<file path="src/rtl/modulo_matriz_pkg.sv">
// rtl/modulo_matriz_pkg.sv - shared geometry constants and index helpers for the matrix buffer
package modulo_matriz_pkg;

   localparam int DEF_ROWS = 7;
   localparam int DEF_COLS = 5;

   // Never returns 0, so single-value counters still get a 1-bit register
   function automatic int idx_w(input int n);
      return (n <= 1) ? 1 : $clog2(n);
   endfunction

   localparam int DEF_ROW_W = idx_w(DEF_ROWS);

   function automatic int idx(input int r, input int c, input int cols);
      return r * cols + c;
   endfunction

endpackage

</file>
<file path="src/rtl/modulo_varredura_linhas.sv">
// rtl/modulo_varredura_linhas.sv - row scanner: clock divider, row counter, one-hot drive and frame markers
module modulo_varredura_linhas
   import modulo_matriz_pkg::*;
#(
   parameter int ROWS     = DEF_ROWS,
   parameter int SCAN_DIV = 1000,
   localparam int ROW_W   = idx_w(ROWS),
   localparam int DIV_W   = idx_w(SCAN_DIV)
) (
   input  logic             clk,
   input  logic             clr,
   output logic [ROW_W-1:0] row,
   output logic [ROW_W-1:0] row_next,
   output logic             step,
   output logic [ROWS-1:0]  row_sel,
   output logic             boundary,
   output logic             frame_start
);

   logic [DIV_W-1:0] div;

   always_comb begin
      step     = (div == DIV_W'(SCAN_DIV - 1));
      boundary = step && (row == ROW_W'(ROWS - 1));
      row_next = row;
      if (step)
         row_next = (row == ROW_W'(ROWS - 1)) ? '0 : row + 1'b1;
   end

   always_ff @(posedge clk or negedge clr) begin
      if (!clr) begin
         div         <= '0;
         row         <= '0;
         row_sel     <= ROWS'(1);
         frame_start <= 1'b0;
      end else begin
         div         <= step ? '0 : div + 1'b1;
         row         <= row_next;
         frame_start <= boundary;
         if (step)
            row_sel <= ROWS'(1) << row_next;
      end
   end

endmodule

</file>
<file path="src/rtl/modulo_matriz_buffer.sv">
// rtl/modulo_matriz_buffer.sv - double-buffered LED matrix frame register with tear-free swap and row scan
module modulo_matriz_buffer
   import modulo_matriz_pkg::*;
#(
   parameter int ROWS     = DEF_ROWS,
   parameter int COLS     = DEF_COLS,
   parameter int SCAN_DIV = 1000,
   localparam int ROW_W   = idx_w(ROWS)
) (
   input  logic                 clk,
   input  logic                 clr,
   input  logic                 wr_en,
   input  logic [ROW_W-1:0]     wr_row,
   input  logic [COLS-1:0]      wr_data,
   input  logic                 swap_req,
   output logic                 swap_ack,
   output logic [ROWS*COLS-1:0] frame_out,
   output logic [ROWS-1:0]      row_sel,
   output logic [COLS-1:0]      col_out,
   output logic                 frame_start
);

   logic [COLS-1:0]  back   [ROWS];
   logic [COLS-1:0]  active [ROWS];
   logic             pending;
   logic             do_swap;
   logic             step;
   logic             boundary;
   logic [ROW_W-1:0] row;
   logic [ROW_W-1:0] row_next;

   modulo_varredura_linhas #(
      .ROWS     (ROWS),
      .SCAN_DIV (SCAN_DIV)
   ) u_varredura (
      .clk         (clk),
      .clr         (clr),
      .row         (row),
      .row_next    (row_next),
      .step        (step),
      .row_sel     (row_sel),
      .boundary    (boundary),
      .frame_start (frame_start)
   );

   assign do_swap = boundary && (pending || swap_req);

   // Nonblocking copy means a write on the swap edge lands only in back
   always_ff @(posedge clk or negedge clr) begin
      if (!clr) begin
         for (int r = 0; r < ROWS; r++) begin
            back[r]   <= '0;
            active[r] <= '0;
         end
         pending  <= 1'b0;
         swap_ack <= 1'b0;
         col_out  <= '0;
      end else begin
         if (wr_en && (int'(wr_row) < ROWS))
            back[wr_row] <= wr_data;
         if (do_swap)
            for (int r = 0; r < ROWS; r++)
               active[r] <= back[r];
         pending  <= do_swap ? 1'b0 : (pending | swap_req);
         swap_ack <= do_swap;
         if (step)
            col_out <= do_swap ? back[row_next] : active[row_next];
      end
   end

   for (genvar r = 0; r < ROWS; r++) begin : g_row
      for (genvar c = 0; c < COLS; c++) begin : g_col
         assign frame_out[idx(r, c, COLS)] = active[r][c];
      end
   end

   logic unused_row;
   assign unused_row = ^row;

endmodule

</file>
<file path="config.mk">
export PLATFORM = sky130hd
export DESIGN_NAME = modulo_matriz_buffer
export DESIGN_NICKNAME = d
export VERILOG_FILES = /design/src/rtl/modulo_matriz_pkg.sv /design/src/rtl/modulo_varredura_linhas.sv /design/src/rtl/modulo_matriz_buffer.sv
export SDC_FILE = /design/constraint.sdc
export NUM_CORES = 1
export LEC_CHECK = 0
export CELL_PAD_IN_SITES_DETAIL_PLACEMENT = 1
export CELL_PAD_IN_SITES_GLOBAL_PLACEMENT = 1
export CORE_MARGIN = 2
export CORE_UTILIZATION = 47
export CTS_CLUSTER_DIAMETER = 100
export DETAILED_ROUTE_END_ITERATION = 7
export DONT_BUFFER_PORTS = 1
export PLACE_DENSITY_LB_ADDON = 0.1
export SYNTH_ARGS = -nofsm -noshare
export SYNTH_HDL_FRONTEND = slang
export SYNTH_HIERARCHICAL = 1
export SYNTH_SLANG_ARGS = --single-unit
</file>
<file path="constraint.sdc">
create_clock -name clk -period 5.7 [get_ports clk]
set_clock_uncertainty 0.05 [all_clocks]
set_input_delay 0.57 -clock clk [delete_from_list [all_inputs] [get_ports clk]]
set_output_delay 0.57 -clock clk [all_outputs]
set_load 0.02 [all_outputs]
</file>
==> results of run 1 <==
[worst reg2reg max path: cells and delay by family (launching register included)]
family           cells  cell delay (ns)
AO/OA/AOI/OAI        4             1.75
flip-flops           1             0.55
multiplexers         1             0.18
AND/OR/NAND/NOR      2             0.88
[Yosys cell counts (all sizes together), types with 4 or more instances]
| cell | number |
|---|---|
| o211ai | 16 |
| nand3 | 7 |
| dfrtp | 97 |
| buf | 10 |
| nand4 | 4 |
| nand2b | 4 |
| nand2 | 125 |
| mux2i | 12 |
| inv | 5 |
| nor2 | 10 |
| mux2 | 35 |
| nand4b | 5 |
| nor3 | 5 |
| clkbuf | 10 |
| nand3b | 9 |
| mux4 | 9 |
| o21ai | 19 |
[cells in the final DEF (no fill, tap or decap), drive strengths merged, types with 5 or more instances in the layout]
cell,n
nand2,125
nand3,7
o21ai,19
nand3b,9
nand4b,5
mux2i,12
mux4,9
o211ai,16
nor3,5
clkbuf,12
mux2,35
dfrtp,97
inv,5
nor2,10
[sequential cells by signal, summed over array words and instances, names as in the netlist]
| register | count |
|---|---|
| back | 35 |
| frame_out | 35 |
| u_varredura/div | 10 |
| u_varredura/row_sel | 7 |
| col_out | 5 |
| u_varredura/row | 3 |
| pending | 1 |
| swap_ack | 1 |
| u_varredura/frame_start | 1 |
[path summary, 6_finish.rpt]
path,start,to,slack [ns]
worst min register to register,back[22]$_DFFE_PN0P_,frame_out[12]$_DFFE_PN0N_,0.46
worst min-delay path,clr,u_varredura/div[2]$_DFF_PN0_,0.06
min in group clk,swap_req,pending$_DFF_PN0_,0.30
worst max-delay path,u_varredura/div[4]$_DFF_PN0_,col_out[2]$_DFFE_PN0P_,2.20
max in group asynchronous,clr,u_varredura/row_sel[0]$_DFFE_PN1N_,5.12
worst max register to register,u_varredura/div[4]$_DFF_PN0_,col_out[2]$_DFFE_PN0P_,2.20
[cells by family (layout without fill, tap and decap cells)]
family          after synthesis  count (layout)  synth area share
fa+ha+maj                     1               1          0.002750
compound gates               48              48           0.06986
flops                        98              98            0.5393
simple gates                181             181            0.1922
mux                          56              56            0.1601
xor+xnor                      5               5          0.009628
buf+inv                      25              25           0.02612
[report_power, final]
part           switching (mW)  internal (mW)
Clock                   0.235          0.305
Combinational          0.0354         0.0581
Sequential             0.0429          0.750
[metrics by stage]
step | power, mW | std cells | setup WS [ns] | util | area (µm²)
after CTS | 1.445 | 543 | 2.180 | 0.5278 | 4923
after global placement | 0.8794 | 526 | 2.253 | 0.4987 | 4652
after floorplan | 0.8606 | 414 | 2.939 | - | 4549
after detailed placement | 0.8860 | 526 | 2.197 | 0.4987 | 4652
after global routing | 1.484 | 543 | 1.922 | 0.5278 | 4923
final | 1.426 | 543 | 2.205 | 0.5278 | 4923
[metal layers]
| layer | routed length [µm] | vias up | GRT usage |
|---|---|---|---|
| met5 | 0 | - | 0 |
| met4 | 74 | 0 | 0.04000 |
| met3 | 451 | 5 | 0.05267 |
| met2 | 4982 | 60 | 0.3441 |
| met1 | 5324 | 1597 | 0.3293 |
| li1 | - | 1430 | - |
[timing repair]
action / 4_1_cts / 5_1_grt
endpoints found under the hold margin: 98 / 0
hold buffers: 1 / 0
endpoints found under the setup margin: 0 / 0
[cell type report]
type / count / share of cell area
sequential: 98 / 0.4983
multi-input combinational: 291 / 0.4053
tap: 129 / 0.03278
clock buffer: 12 / 0.02948
clock inverter: 4 / 0.02008
timing repair buffer: 4 / 0.01017
inverter: 5 / 0.003812
==> impl_metrics.csv, run 1 <==
group,metric,value,unit
status,run_status,"finished clean",
timing,hold_viol_final,0,
route,viasPerCell,5.694,
floorplan,start_util,0.4877,
timing,fin_hold_ws,0.06444,ns
power_and_ir_drop,p_leak,2.204,nW
cts,clk_pin_slew,0.10,ns
synth,ys.flop_type,"dfrtp_1",
flow_run,maxCapViolCount,0,
floorplan,core-area,9328,µm²
cts,cts.sinks,98,
synth,ys_async_sr_fraction,1.000,
layout,fillers,988,
synth,yosys.area.top_type,"dfrtp_1",
layout,antenna_cells,0,
cts,clockBufferDepth,2,
setup_path,reg2reg_depth,7,
route,wl,10830,µm
place,post-dp-hpwl,7371,µm
cts,cts_tree,"yes",
synth,syn_area_per_cell,10.99,µm²
setup_path,end_kind,"flop",
cts,clk_latency,0.35,ns
synth,synthTopCellsByArea,"dfrtp_1 53%, nand2_1 10%, mux2_2 8.7%, mux4_2 3.0%, mux2i_1 2.6%",
global_route,grt_pass1_wl,17650,µm
cts,clockRootBuffer,"clkbuf_8",
global_route,overflow,0,
global_route,antenna_found_initial,0,
floorplan,num_rows,35,
timing,fmax,286.1,MHz
layout,regArea,2454,µm²
setup_path,path_depth,7,
synth,synth_top_area_frac,0.5336,
synth,syn_area,4549,µm²
route,first_pass_iters,4,
layout,multi_input_area,1996,µm²
timing,period_share,0.6132,
setup_path,path_delay_family,"compound AO/OA/AOI/OAI gates",
place,port_buffers,0,
route,num_vias,3092,
floorplan,die_w,102.4,µm
layout,layout.nets,422,
route,drc,0,
cts,cts.htree.levels,3,
cts,cts_made_buffers,9,
cts,cts_setup_buffers,0,
timing,worstMarginPinSlew,1.104,ns
route,ant_nets,0,
setup_path,critPathMaxFanout,32,
global_route,grt_pass1_vias,3223,
synth,synthCells,414,
timing,maxSlewViolCount,0,
timing,final-setup-viol-count,0,
hold_path,min_path_type,"input port to async pin",
layout,drive_gt1_frac,0.1884,
floorplan,io_pins,61,
floorplan,die_h,102.4,µm
synth,synth_seq_area_share,0.5393,
synth,synth-seq-cells,98,
synth,synth-edff-count,0,
setup_path,worst-path-buf-inv,0,
floorplan,dieArea,10480,µm²
setup_path,max_stage_delay,1.09,ns
route,wl_per_cell,19.95,µm
setup_path,critPathKind,"flop to flop",
setup_path,startpoint_type,"flop",
setup_path,crit_chain,"and4bb_2 -> nand4_1 -> o21ai_4 -> mux2i_1 -> o21ai_0 -> o21ai_0 -> o211ai_1",
synth,yosysUniqueCellTypes,48,
setup_path,cp.required,5.92,ns
synth,yosysWarnings,6,
timing,totalNegativeSetupSlack,0,ns
global_route,track_usage,0.2234,
setup_path,cp.arrival,3.72,ns
route,drt_iter0_drc,101,
global_route,grt_max_degree,99,
cts,cts_resized,0,
timing,fin_crit,3.495,ns
power_and_ir_drop,p_per_area,289.6,nW/µm²
layout,syn2layout_area_growth,8.223,%
setup_path,crit_slowest_cell,"o21ai_4",
setup_path,path_common_cell,"o21ai_0",
power_and_ir_drop,ir_drop,0.1633,mV
timing,max_slew_margin,0.2614,
timing,rsz0062_at_grt,"no",
synth,synth_fp_nets,427,
place,gp_congestion,0.7680,
(Power assumes the default switching activity.)
==> run 2, diff against run 1 <==
- clock period: 5.7 -> 3.6 ns (I/O delays scaled with it)
==> run 2 against run 1 <==
  * Combinational power grew 60%
  * Total power grew 48%
  * Fmax rose by 13%
  * Non-clock buffer count up 7
==> impl_metrics.csv, run 2 (synthesis gave the netlist of run 1 again) <==
group,metric,value,unit
status,run_status,"finished clean",
layout,layout_common_cells,"125 x nand2_1, 97 x dfrtp_1, 35 x mux2_2, 16 x o211ai_1, 16 x o21ai_0",
timing,totalNegativeSetupSlack,0,ns
timing,maxSlewViolCount,0,
route,wl,11420,µm
power_and_ir_drop,p_per_area,427.7,nW/µm²
global_route,track_usage,0.2362,
layout,stdcell_count,550,
global_route,grt_max_degree,99,
cts,cts_resized,0,
setup_path,critPathKind,"flop to flop",
cts,cts_made_buffers,9,
cts,cts.htree.levels,3,
floorplan,core-area,9328,µm²
setup_path,path_common_cell,"o21ai_0",
setup_path,worst-r2r-setup-slack,0.50,ns
setup_path,cp.required,3.80,ns
setup_path,cp.arrival,3.30,ns
route,wl_per_cell,20.77,µm
power_and_ir_drop,p_leak,2.210,nW
cts,clockRootBuffer,"clkbuf_8",
global_route,overflow,0,
floorplan,die_w,102.4,µm
place,place_area,4697,µm²
timing,worstMarginPinSlew,0.9616,ns
cts,clk_latency,0.38,ns
setup_path,end_kind,"flop",
cts,cts_tree,"yes",
route,viasPerCell,5.789,
flow_run,maxCapViolCount,0,
timing,final-setup-viol-count,0,
timing,period_share,0.8598,
place,port_buffers,0,
global_route,grt_pass1_wl,18450,µm
timing,hold_viol_final,0,
cts,cts.sinks,98,
layout,final_common_cell,"nand2_1",
hold_path,min_path_type,"input port to flop",
setup_path,startpoint_type,"flop",
cts,clk_pin_slew,0.11,ns
route,drt_iter0_drc,141,
route,first_pass_iters,4,
global_route,antenna_found_initial,0,
setup_path,crit_start,"u_varredura/div[4]$_DFF_PN0_",
setup_path,critPathMaxFanout,17,
layout,layout.nets,429,
place,gp_congestion,0.7759,
setup_path,timing.rr.start,"u_varredura/div[4]$_DFF_PN0_",
timing,max_slew_margin,0.3588,
place,post-dp-hpwl,7841,µm
setup_path,crit_chain,"and4bb_2 -> nand4_1 -> o21ai_2 -> buf_4 -> o21ai_0 -> o21ai_0 -> o211ai_1",
layout,fin_area,4921,µm²
place,dp_cells,532,
floorplan,dieArea,10480,µm²
cts,clockBufferDepth,2,
setup_path,crit_slowest_cell,"o21ai_2",
floorplan,die_h,102.4,µm
timing,fmax,323.1,MHz
floorplan,num_rows,35,
route,num_vias,3184,
layout,syn2layout_area_growth,8.168,%
floorplan,io_pins,61,
route,drc,0,
hold_path,min_from,"wr_data[3]",
floorplan,start_util,0.4877,
timing,fin_crit,3.095,ns
layout,drive_gt1_frac,0.2043,
setup_path,max_stage_delay,0.83,ns
route,ant_nets,0,
timing,rsz0062_at_grt,"no",
layout,antenna_cells,0,
power_and_ir_drop,ir_drop,0.2010,mV
global_route,grt_pass1_vias,3263,
run 2: where the power goes:
| group | total (mW) | leakage [nW] | internal (mW) | switching, mW |
|---|---|---|---|---|
| sequential | 1.26 | 1.25 | 1.19 | 0.0723 |
| combinational | 0.150 | 0.867 | 0.0925 | 0.0578 |
| clock | 0.695 | 0.0912 | 0.279 | 0.416 |
| total | 2.10 | 2.21 | 1.56 | 0.546 |
run 2: area by class of cell:
type | count | area, µm²
multi-input cells | 291 | 1996
inverters | 5 | 18.77
flip-flops and latches | 98 | 2454
clock inverters | 6 | 48.80
well taps | 129 | 161.4
clock buffers | 10 | 137.6
repair buffers | 11 | 105.1
fillers | 994 | 4407
run 2: path summary, 6_finish.rpt:
path                                                 to  cells after the start
min reg2reg                   frame_out[10]$_DFFE_PN0N_                      2
max in group asynchronous  u_varredura/div[4]$_DFF_PN0_                      2
max                              col_out[0]$_DFFE_PN0P_                      7
min                                 back[3]$_DFFE_PN0P_                      1
min in group asynchronous     frame_out[20]$_DFFE_PN0N_                      2
max reg2reg                      col_out[0]$_DFFE_PN0P_                      7
run 2: timing repair:
item | in CTS | in global routing
hold buffers | 2 | 0
setup buffers | 0 | 0
endpoints found under the hold margin | 98 | 0
run 2: critical path: cells and delay by family (launching register included):
kind                   cells  cell delay (ns)
AO/OA/AOI/OAI              4             1.42
flip-flops                 1             0.54
buffers and inverters      1             0.36
AND/OR/NAND/NOR            2             0.58
run 2: per-layer routing:
metal  track usage  up-vias  part of all wire
met5             0        -                 0
met4       0.07179        0             0.016
met3       0.05951       19             0.056
met2        0.3598       78              0.47
met1        0.3359     1645              0.46
li1              -     1442                 -
run 2: metrics by stage:
stage	hold WS [ns]	util	power, mW	worst slack (ns)
2_1_floorplan	0.01441	-	1.363	0.8393
3_3_place_gp	0.01686	0.5036	1.398	0.6217
3_5_place_dp	0.01781	0.5036	1.408	0.5022
4_1_cts	0.06599	0.5276	2.123	0.4849
5_1_grt	0.05650	0.5276	2.195	0.2888
6_report	0.07237	0.5276	2.105	0.5049
